[config.mk]
export PLATFORM = sky130hd
export DESIGN_NAME = sobel_edge_detect_8bits_flat
export DESIGN_NICKNAME = d
export VERILOG_FILES = /design/src/rtl/sobel_edge_detect_8bits_if.sv /design/src/rtl/sobel_edge_detect_8bits.sv /design/src/flat_wrapper.sv
export SDC_FILE = /design/constraint.sdc
export NUM_CORES = 1
export LEC_CHECK = 0
export ABC_CLOCK_PERIOD_IN_PS = 6600
export BUFFER_PORTS_ARGS = -buffer_cell sky130_fd_sc_hd__clkbuf_2
export CORE_MARGIN = 5
export CORE_UTILIZATION = 61
export CTS_BUF_LIST = sky130_fd_sc_hd__clkbuf_16
export DETAILED_ROUTE_END_ITERATION = 10
export GPL_TIMING_DRIVEN = 0
export PLACE_DENSITY = 0.86
export SLEW_MARGIN = 20
export SYNTH_ARGS = -nofsm -noshare
export SYNTH_HDL_FRONTEND = slang
export SYNTH_SLANG_ARGS = --single-unit
[constraint.sdc]
create_clock -name video_pclk -period 6.6 [get_ports video_pclk]
set_input_delay 1.65 -clock video_pclk [delete_from_list [all_inputs] [get_ports video_pclk]]
set_output_delay 1.65 -clock video_pclk [all_outputs]
set_load 0.05 [all_outputs]
[src/rtl/sobel_edge_detect_8bits_if.sv]
// Video window stream into, and edge stream out of, sobel_edge_detect_8bits.
// The master modport is the pixel source and sink; the slave modport is the detector.
interface sobel_edge_detect_8bits_if;
  logic       pre_video_vsync;
  logic       pre_video_hsync;
  logic       pre_video_de;
  logic [9:0] pre_video_xpos;
  logic [9:0] pre_video_ypos;
  logic [7:0] pre_matrix_p11, pre_matrix_p12, pre_matrix_p13;
  logic [7:0] pre_matrix_p21, pre_matrix_p22, pre_matrix_p23;
  logic [7:0] pre_matrix_p31, pre_matrix_p32, pre_matrix_p33;
  logic [7:0] threshold;

  logic       post_video_vsync;
  logic       post_video_hsync;
  logic       post_video_de;
  logic [9:0] post_video_xpos;
  logic [9:0] post_video_ypos;
  logic [7:0] post_edge_mag;
  logic       post_edge_bit;

  modport master (
    output pre_video_vsync, pre_video_hsync, pre_video_de, pre_video_xpos, pre_video_ypos,
    output pre_matrix_p11, pre_matrix_p12, pre_matrix_p13,
    output pre_matrix_p21, pre_matrix_p22, pre_matrix_p23,
    output pre_matrix_p31, pre_matrix_p32, pre_matrix_p33,
    output threshold,
    input  post_video_vsync, post_video_hsync, post_video_de, post_video_xpos, post_video_ypos,
    input  post_edge_mag, post_edge_bit
  );

  modport slave (
    input  pre_video_vsync, pre_video_hsync, pre_video_de, pre_video_xpos, pre_video_ypos,
    input  pre_matrix_p11, pre_matrix_p12, pre_matrix_p13,
    input  pre_matrix_p21, pre_matrix_p22, pre_matrix_p23,
    input  pre_matrix_p31, pre_matrix_p32, pre_matrix_p33,
    input  threshold,
    output post_video_vsync, post_video_hsync, post_video_de, post_video_xpos, post_video_ypos,
    output post_edge_mag, post_edge_bit
  );
endinterface

[src/rtl/sobel_edge_detect_8bits.sv]
// 3-stage Sobel |Gx|+|Gy| edge detector on a 3x3 window stream, threshold latched per frame.
// Define SOBEL_BORDER_MASK_EN to force mag/bit to 0 on border and out-of-frame pixels.
module sobel_edge_detect_8bits #(
  parameter int unsigned IMG_WIDTH         = 640,
  parameter int unsigned IMG_HEIGHT        = 480,
  parameter logic [7:0]  DEFAULT_THRESHOLD = 8'd64
) (
  input logic                      video_pclk,
  input logic                      sys_rst_n,
  sobel_edge_detect_8bits_if.slave vid
);

  if (IMG_WIDTH < 3 || IMG_WIDTH > 1024 || IMG_HEIGHT < 3 || IMG_HEIGHT > 1024) begin : g_geom_chk
    $error("sobel_edge_detect_8bits: image geometry does not fit 10-bit positions");
  end

  // Stage 1: directional tap sums, stage 2: absolute gradients, stage 3: magnitude sum.
  logic [9:0]  gx_p_d, gx_p_q, gx_n_d, gx_n_q, gy_p_d, gy_p_q, gy_n_d, gy_n_q;
  logic [9:0]  abs_gx_d, abs_gx_q, abs_gy_d, abs_gy_q;
  logic [10:0] sum_d, sum_q;
  logic [7:0]  thr_d, thr_q;

  logic [2:0]       vs_d, vs_q, hs_d, hs_q, de_d, de_q;
  logic [2:0][9:0]  xpos_d, xpos_q, ypos_d, ypos_q;

`ifdef SOBEL_BORDER_MASK_EN
  logic [2:0] mask_d, mask_q;
  logic       border;

  always_comb begin
    border = (vid.pre_video_xpos < 10'd2) || (vid.pre_video_ypos < 10'd2) ||
             ({22'd0, vid.pre_video_xpos} > (IMG_WIDTH - 1)) ||
             ({22'd0, vid.pre_video_ypos} > (IMG_HEIGHT - 1));
    mask_d = {mask_q[1:0], border};
  end

  always_ff @(posedge video_pclk or negedge sys_rst_n) begin
    if (!sys_rst_n) begin
      mask_q <= '0;
    end else begin
      mask_q <= mask_d;
    end
  end
`endif

  always_comb begin
    gx_p_d = {2'b00, vid.pre_matrix_p13} + {1'b0, vid.pre_matrix_p23, 1'b0} +
             {2'b00, vid.pre_matrix_p33};
    gx_n_d = {2'b00, vid.pre_matrix_p11} + {1'b0, vid.pre_matrix_p21, 1'b0} +
             {2'b00, vid.pre_matrix_p31};
    gy_p_d = {2'b00, vid.pre_matrix_p31} + {1'b0, vid.pre_matrix_p32, 1'b0} +
             {2'b00, vid.pre_matrix_p33};
    gy_n_d = {2'b00, vid.pre_matrix_p11} + {1'b0, vid.pre_matrix_p12, 1'b0} +
             {2'b00, vid.pre_matrix_p13};

    // Subtract the smaller from the larger so no signed intermediate is needed.
    abs_gx_d = (gx_p_q >= gx_n_q) ? (gx_p_q - gx_n_q) : (gx_n_q - gx_p_q);
    abs_gy_d = (gy_p_q >= gy_n_q) ? (gy_p_q - gy_n_q) : (gy_n_q - gy_p_q);
    sum_d    = {1'b0, abs_gx_q} + {1'b0, abs_gy_q};

    vs_d   = {vs_q[1:0], vid.pre_video_vsync};
    hs_d   = {hs_q[1:0], vid.pre_video_hsync};
    de_d   = {de_q[1:0], vid.pre_video_de};
    xpos_d = {xpos_q[1:0], vid.pre_video_xpos};
    ypos_d = {ypos_q[1:0], vid.pre_video_ypos};

    // vs_q[0] doubles as the previous-vsync sample of the frame-start edge detector.
    thr_d = thr_q;
    if (vid.pre_video_vsync && !vs_q[0]) begin
      thr_d = vid.threshold;
    end
  end

  always_ff @(posedge video_pclk or negedge sys_rst_n) begin
    if (!sys_rst_n) begin
      gx_p_q   <= '0;
      gx_n_q   <= '0;
      gy_p_q   <= '0;
      gy_n_q   <= '0;
      abs_gx_q <= '0;
      abs_gy_q <= '0;
      sum_q    <= '0;
      thr_q    <= DEFAULT_THRESHOLD;
      vs_q     <= '0;
      hs_q     <= '0;
      de_q     <= '0;
      xpos_q   <= '0;
      ypos_q   <= '0;
    end else begin
      gx_p_q   <= gx_p_d;
      gx_n_q   <= gx_n_d;
      gy_p_q   <= gy_p_d;
      gy_n_q   <= gy_n_d;
      abs_gx_q <= abs_gx_d;
      abs_gy_q <= abs_gy_d;
      sum_q    <= sum_d;
      thr_q    <= thr_d;
      vs_q     <= vs_d;
      hs_q     <= hs_d;
      de_q     <= de_d;
      xpos_q   <= xpos_d;
      ypos_q   <= ypos_d;
    end
  end

  logic       pass;
  logic [7:0] mag_sat;

  always_comb begin
`ifdef SOBEL_BORDER_MASK_EN
    pass = de_q[2] && !mask_q[2];
`else
    pass = de_q[2];
`endif
    mag_sat = (sum_q > 11'd255) ? 8'hff : sum_q[7:0];

    vid.post_video_vsync = vs_q[2];
    vid.post_video_hsync = hs_q[2];
    vid.post_video_de    = de_q[2];
    vid.post_video_xpos  = xpos_q[2];
    vid.post_video_ypos  = ypos_q[2];
    vid.post_edge_mag    = pass ? mag_sat : 8'd0;
    vid.post_edge_bit    = pass && (sum_q > {3'b000, thr_q});
  end

endmodule
[src/flat_wrapper.sv]
// flat-port wrapper written by rule: the top's interface ports become plain ports
module sobel_edge_detect_8bits_flat 
#(
  parameter int unsigned IMG_WIDTH         = 640,
  parameter int unsigned IMG_HEIGHT        = 480,
  parameter logic [7:0]  DEFAULT_THRESHOLD = 8'd64
)
  (video_pclk, sys_rst_n, vid_pre_video_vsync, vid_pre_video_hsync, vid_pre_video_de, vid_pre_video_xpos, vid_pre_video_ypos, vid_pre_matrix_p11, vid_pre_matrix_p12, vid_pre_matrix_p13, vid_pre_matrix_p21, vid_pre_matrix_p22, vid_pre_matrix_p23, vid_pre_matrix_p31, vid_pre_matrix_p32, vid_pre_matrix_p33, vid_threshold, vid_post_video_vsync, vid_post_video_hsync, vid_post_video_de, vid_post_video_xpos, vid_post_video_ypos, vid_post_edge_mag, vid_post_edge_bit);
  sobel_edge_detect_8bits_if vid_i ();
  input logic video_pclk;
  input logic sys_rst_n;
  input wire logic [$bits(vid_i.pre_video_vsync)-1:0] vid_pre_video_vsync;
  input wire logic [$bits(vid_i.pre_video_hsync)-1:0] vid_pre_video_hsync;
  input wire logic [$bits(vid_i.pre_video_de)-1:0] vid_pre_video_de;
  input wire logic [$bits(vid_i.pre_video_xpos)-1:0] vid_pre_video_xpos;
  input wire logic [$bits(vid_i.pre_video_ypos)-1:0] vid_pre_video_ypos;
  input wire logic [$bits(vid_i.pre_matrix_p11)-1:0] vid_pre_matrix_p11;
  input wire logic [$bits(vid_i.pre_matrix_p12)-1:0] vid_pre_matrix_p12;
  input wire logic [$bits(vid_i.pre_matrix_p13)-1:0] vid_pre_matrix_p13;
  input wire logic [$bits(vid_i.pre_matrix_p21)-1:0] vid_pre_matrix_p21;
  input wire logic [$bits(vid_i.pre_matrix_p22)-1:0] vid_pre_matrix_p22;
  input wire logic [$bits(vid_i.pre_matrix_p23)-1:0] vid_pre_matrix_p23;
  input wire logic [$bits(vid_i.pre_matrix_p31)-1:0] vid_pre_matrix_p31;
  input wire logic [$bits(vid_i.pre_matrix_p32)-1:0] vid_pre_matrix_p32;
  input wire logic [$bits(vid_i.pre_matrix_p33)-1:0] vid_pre_matrix_p33;
  input wire logic [$bits(vid_i.threshold)-1:0] vid_threshold;
  output wire logic [$bits(vid_i.post_video_vsync)-1:0] vid_post_video_vsync;
  output wire logic [$bits(vid_i.post_video_hsync)-1:0] vid_post_video_hsync;
  output wire logic [$bits(vid_i.post_video_de)-1:0] vid_post_video_de;
  output wire logic [$bits(vid_i.post_video_xpos)-1:0] vid_post_video_xpos;
  output wire logic [$bits(vid_i.post_video_ypos)-1:0] vid_post_video_ypos;
  output wire logic [$bits(vid_i.post_edge_mag)-1:0] vid_post_edge_mag;
  output wire logic [$bits(vid_i.post_edge_bit)-1:0] vid_post_edge_bit;
  assign vid_i.pre_video_vsync = vid_pre_video_vsync;
  assign vid_i.pre_video_hsync = vid_pre_video_hsync;
  assign vid_i.pre_video_de = vid_pre_video_de;
  assign vid_i.pre_video_xpos = vid_pre_video_xpos;
  assign vid_i.pre_video_ypos = vid_pre_video_ypos;
  assign vid_i.pre_matrix_p11 = vid_pre_matrix_p11;
  assign vid_i.pre_matrix_p12 = vid_pre_matrix_p12;
  assign vid_i.pre_matrix_p13 = vid_pre_matrix_p13;
  assign vid_i.pre_matrix_p21 = vid_pre_matrix_p21;
  assign vid_i.pre_matrix_p22 = vid_pre_matrix_p22;
  assign vid_i.pre_matrix_p23 = vid_pre_matrix_p23;
  assign vid_i.pre_matrix_p31 = vid_pre_matrix_p31;
  assign vid_i.pre_matrix_p32 = vid_pre_matrix_p32;
  assign vid_i.pre_matrix_p33 = vid_pre_matrix_p33;
  assign vid_i.threshold = vid_threshold;
  assign vid_post_video_vsync = vid_i.post_video_vsync;
  assign vid_post_video_hsync = vid_i.post_video_hsync;
  assign vid_post_video_de = vid_i.post_video_de;
  assign vid_post_video_xpos = vid_i.post_video_xpos;
  assign vid_post_video_ypos = vid_i.post_video_ypos;
  assign vid_post_edge_mag = vid_i.post_edge_mag;
  assign vid_post_edge_bit = vid_i.post_edge_bit;
  sobel_edge_detect_8bits #(.IMG_WIDTH(IMG_WIDTH), .IMG_HEIGHT(IMG_HEIGHT), .DEFAULT_THRESHOLD(DEFAULT_THRESHOLD)) u_core (.video_pclk(video_pclk), .sys_rst_n(sys_rst_n), .vid(vid_i));
endmodule
; ---- After elaboration in Yosys (flattened, before gate mapping)
; Index checks and enable logic that the tools add are counted.
[word_totals]
reg_bits = 148
in_bits = 105
output_inout_bits = 32
wordCells = 41
[op_classes]
add_sub_neg = 13
order_cmp = 4
mux = 4
reduce_logical = 3
[op_table]
columns = cell, n
row1 = $add A10 B8 Y10, 4
row2 = $add A8 B9 Y10, 4
row3 = $sub A10 B10 Y10, 4
row4 = $ge A10 B10 Y1, 2
row5 = $mux W10, 2
row6 = $mux W8, 2
row7 = $add A10 B10 Y11, 1
row8 = $gt A11 B8 Y1, 1
row9 = $gt A11 B8 Y1 const B, 1
row10 = $logic_and A1 B1 Y1, 2
row11 = $logic_not A1 Y1, 1

; ---- Longest topological paths before layout
[depth]
depth_word = 3
ltp_mapped = 12
mapped_depth_nobuf = 12

; ---- Worst setup path before layout
; OpenSTA, ideal clock, no wires.
[synth_path]
path_kind = input port to flip-flop
start = in vid_pre_matrix_p33[1]
end = reg u_core.gx_p_q[9]
setup_ns = 0.127
t_arrival_ns = 3.601
t_required_ns = 6.473
slack_ns = 2.872
cell_stages = 10
path_buffers = 0
cell_sequence = inv_1 -> fa_1 -> inv_1 -> ha_1 -> fa_1 -> a21o_1 -> a21oi_1 -> o21bai_1 -> a21oi_1 -> o21ai_1
[synth_via]
elab_chain_len = 1
[synth_rtl]
columns = item, line_no
row1 = "start, declared", flat_wrapper.sv:25  ; input wire logic [$bits(vid_i.pre_matrix_p33)-1:0] vid_pre_matrix_p33;
row2 = $add A10 B8 Y10, sobel_edge_detect_8bits.sv:47  ; gx_p_d = {2'b00, vid.pre_matrix_p13} + {1'b0, vid.pre_matrix_p23, 1'b0} +
row3 = net u_core.gx_p_d[9], sobel_edge_detect_8bits.sv:18  ; logic [9:0] gx_p_d, gx_p_q, gx_n_d, gx_n_q, gy_p_d, gy_p_q, gy_n_d, gy_n_q;
row4 = "end signal, assigned", sobel_edge_detect_8bits.sv:90  ; gx_p_q <= gx_p_d;
row5 = "end, declared", sobel_edge_detect_8bits.sv:18
; The timed path passes the listed nets, and every way through them passes these cells.
; A chain may end at the register's enable or synchronous reset.

; ---- Worst setup path after layout
[layout_path]
start = reg u_core.sum_q[9]
end = out vid_post_edge_bit
[layout_via]
elab_chain_len = 2
[layout_rtl]
columns = item, line_no
row1 = "start, declared", sobel_edge_detect_8bits.sv:20  ; logic [10:0] sum_d, sum_q;
row2 = "start signal, assigned", sobel_edge_detect_8bits.sv:96  ; sum_q <= sum_d;
row3 = $gt A11 B8 Y1, sobel_edge_detect_8bits.sv:123  ; vid.post_edge_bit = pass && (sum_q > {3'b000, thr_q});
row4 = $logic_and A1 B1 Y1, sobel_edge_detect_8bits.sv:123
row5 = "end, declared", flat_wrapper.sv:33  ; output wire logic [$bits(vid_i.post_edge_bit)-1:0] vid_post_edge_bit;
; No other way between the ends.

==> flow_metrics.tcl <==
set metrics [dict create \
    placed_cells_incl_taps 984 \
    ir_drop_v 0.000242 \
    grt_pass1_wl_um 28600 \
    synth_nets 917 \
    min_from "u_core.xpos_d[19]" \
    ys_top_cells_by_count "dfrtp_1, ha_1, inv_1" \
    slowest_delay_ns 0.55 \
    synth_seq_cells 148 \
    synth.area.mux_share_pct 2.47 \
    synthArstFlopShare_pct 100 \
    r2r_start "u_core.gx_p_q[0]" \
    pre_cts_ws_ns 2.51 \
    endpoint "vid_post_edge_bit" \
    pin_count 137 \
    grt_start_max_net_pins 98 \
    grtUsageTotal_pct 23.0 \
    critPathCaptureType "primary output" \
    synth_area_per_cell_sq_um 11.7 \
    cp.arrival_ns 2.35 \
    routedWlPerCell_um 16.6 \
    slew_headroom_pct 67.4 \
    critPathLaunchType "register" \
    status "finished clean" \
    grtUsageMet2_pct 40.0 \
    criticalPathCategory "reg2out" \
    rsz0062_at_grt "no" \
    fin_crit_sh_pct 60.7 \
    ys_types 47 \
    initial_core_util_pct 62.6 \
    cts-root-buf "clkbuf_16" \
    crit_start "u_core.sum_q[9]" \
    cts_setup_buffers 0 \
    fin_crit_ns 4.00 \
    post-route-drc-count 0 \
    ctsHoldBuffers 0 \
    area_growth_pct 18.3 \
    vias 5434 \
    r2r_slack_ns 4.18 \
    reg2reg_to "u_core.abs_gx_q[7]" \
    hold_class "reg2reg" \
    cts.sinks 148 \
    worst_pin_slew_ns 0.489 \
    synth_edf_count 0 \
    cts_max_path_buffers 2 \
    core_area_sq_um 12700 \
    die_x_um 124 \
    synth_compound_area_share_pct 11.2 \
    synth.most_common_cell "dfrtp_1" \
    p_leak_nw 4.86 \
    met1_usage_pct 27.6 \
    synth_top_family_by_area "adder cells" \
    drv_slew 0 \
    fin_nets 1065 \
    timing.fmax_ghz 0.250 \
    synth_fa_ha_area_share_pct 23.8 \
    yosys.area_share.simple_pct 6.00 \
    ant_nets 0 \
    cts_made_buffers 17 \
    synth_area_leaders "dfrtp_1, ha_1, fa_1, inv_1, xnor2_1" \
    cp.required_ns 4.95 \
    fin_skew_ns 0.00812 \
    use_met3_pct 5.27 \
    port_buffers 128 \
    ys_seq_area_share_pct 46.5 \
    cts_tree "built" \
    grt_pass1_vias 5938 \
    h-tree-depth 4 \
    cp_max_fo 10 \
    path_cells "or3_1, clkbuf_1, o41ai_1, nor2_1, clkbuf_2" \
    setup_viol 0 \
    gp_congestion 0.993 \
    clkLatencyLatePin_ns 0.42 \
    rows 41 \
    post_cts_resized 0 \
    die_height_um 124 \
    grt_remaining_overflow 0 \
    fin_ws_ns 2.60 \
    yosysWarnings 0 \
    first_iter_violations 380 \
    place_hpwl_um 13600 \
    synthFlopType "dfrtp_1" \
    max_cap_violations 0 \
    dieArea_sq_um 15400 \
    viasPerCell 5.35 \
    drive_above_1_share_pct 20.3 \
    finalHoldViolCount 0 \
    power_density_nw_per_um2 442 \
    drt_wl_total_um 16900 \
    dr.pass1.iters 5 \
    synth_top_area_cell "dfrtp_1" \
    antenna_found_initial 0 \
    netlist_area_sq_um 7960 \
    fin_tns_setup_ns 0 \
    cp_slowest_cell "o41ai_1" \
    syn_inst 683 \
    clkSlewWorstSetupHoldPaths_ns 0.06 \
    fin_util_pct 74.0 \
    antenna_cells 0 \
    ff2ff_path_depth 10 \
    top_usage_layer "met2" \
    final-instance-count-excl-fill 1016 \
    synth_xor_xnor_area_share_pct 5.06 \
    yosysTopAreaCellShare_pct 46.2 \
]
==> logic make-up after synthesis <==
logic type | Yosys count
AO/OA/AOI/OAI | 143
XOR/XNOR | 46
adder cells (fa/ha/maj) | 129
buffers and inverters | 101
flip-flops | 148
multiplexers | 19
AND/OR/NAND/NOR | 97
==> stage by stage <==
stage / hold slack [ns] / instance area (sq um) / power (mW)
final: 0.348 / 9420 / 4.16
after global routing: 0.354 / 9420 / 4.48
after CTS: 0.347 / 9420 / 4.17
after detailed placement: 0.335 / 8850 / 3.24
after global placement: 0.332 / 8820 / 3.15
after floorplan: 0.331 / 7960 / 2.77
==> layout by cell type (no fill, tap or decap), types with 7 or more instances in the layout <==
| cell type | netlist | routed |
|---|---|---|
| dfrtp_1 | 147 | 147 |
| inv_1 | 87 | 87 |
| o21ai_1 | 21 | 21 |
| fa_1 | 37 | 37 |
| ha_1 | 92 | 92 |
| o21a_1 | 15 | 15 |
| nor2b_1 | 13 | 13 |
| xnor2_1 | 29 | 29 |
| o21ai_0 | 12 | 12 |
| a21oi_1 | 42 | 42 |
| xor2_1 | 17 | 17 |
| a31oi_1 | 7 | 7 |
| nand2_1 | 25 | 25 |
| clkbuf_16 | 0 | 17 |
| mux2i_1 | 17 | 17 |
| clkbuf_2 | 0 | 127 |
| nor2_1 | 24 | 24 |
| a21o_1 | 24 | 24 |
==> how the worst min path moves through the flow <==
stage,endpoint,slack [ns],cells past startpoint
floorplan,u_core.de_q[1],0.33,0
global placement,u_core.vid.post_video_xpos[2],0.33,0
detailed placement,u_core.ypos_d[23],0.33,0
CTS,u_core.ypos_d[23],0.35,0
global route,u_core.xpos_d[29],0.35,0
finish,u_core.xpos_d[29],0.35,0
==> layer usage <==
metal / wire (um) / vias up
met4: 495 / 0
met3: 957 / 43
li1: - / 2587
met1: 6660 / 2591
met5: 0 / -
met2: 8750 / 213
==> critical path, delay by kind of cell (launching register included) <==
family / cells / cell delay (ns)
AO/OA/AOI/OAI: 1 / 0.55
buffers and inverters: 2 / 0.52
flip-flops: 1 / 0.35
AND/OR/NAND/NOR: 2 / 0.52
==> area by class of cell <==
type,count,area [sq um]
fill,845,3310
multi-input combinational,434,3860
inverter,87,327
sequential,148,3700
buffer,14,70.1
clock inverter,15,138
timing repair buffer,129,677
tap,172,215
clock buffer,17,425
==> power by group <==
part / internal (mW) / total [mW] / switching, mW / leakage (nW)
Sequential: 1.14 / 1.26 / 0.115 / 1.73
Combinational: 0.865 / 2.00 / 1.13 / 2.85
Clock: 0.497 / 0.908 / 0.411 / 0.273
(Power assumes the default switching activity.)
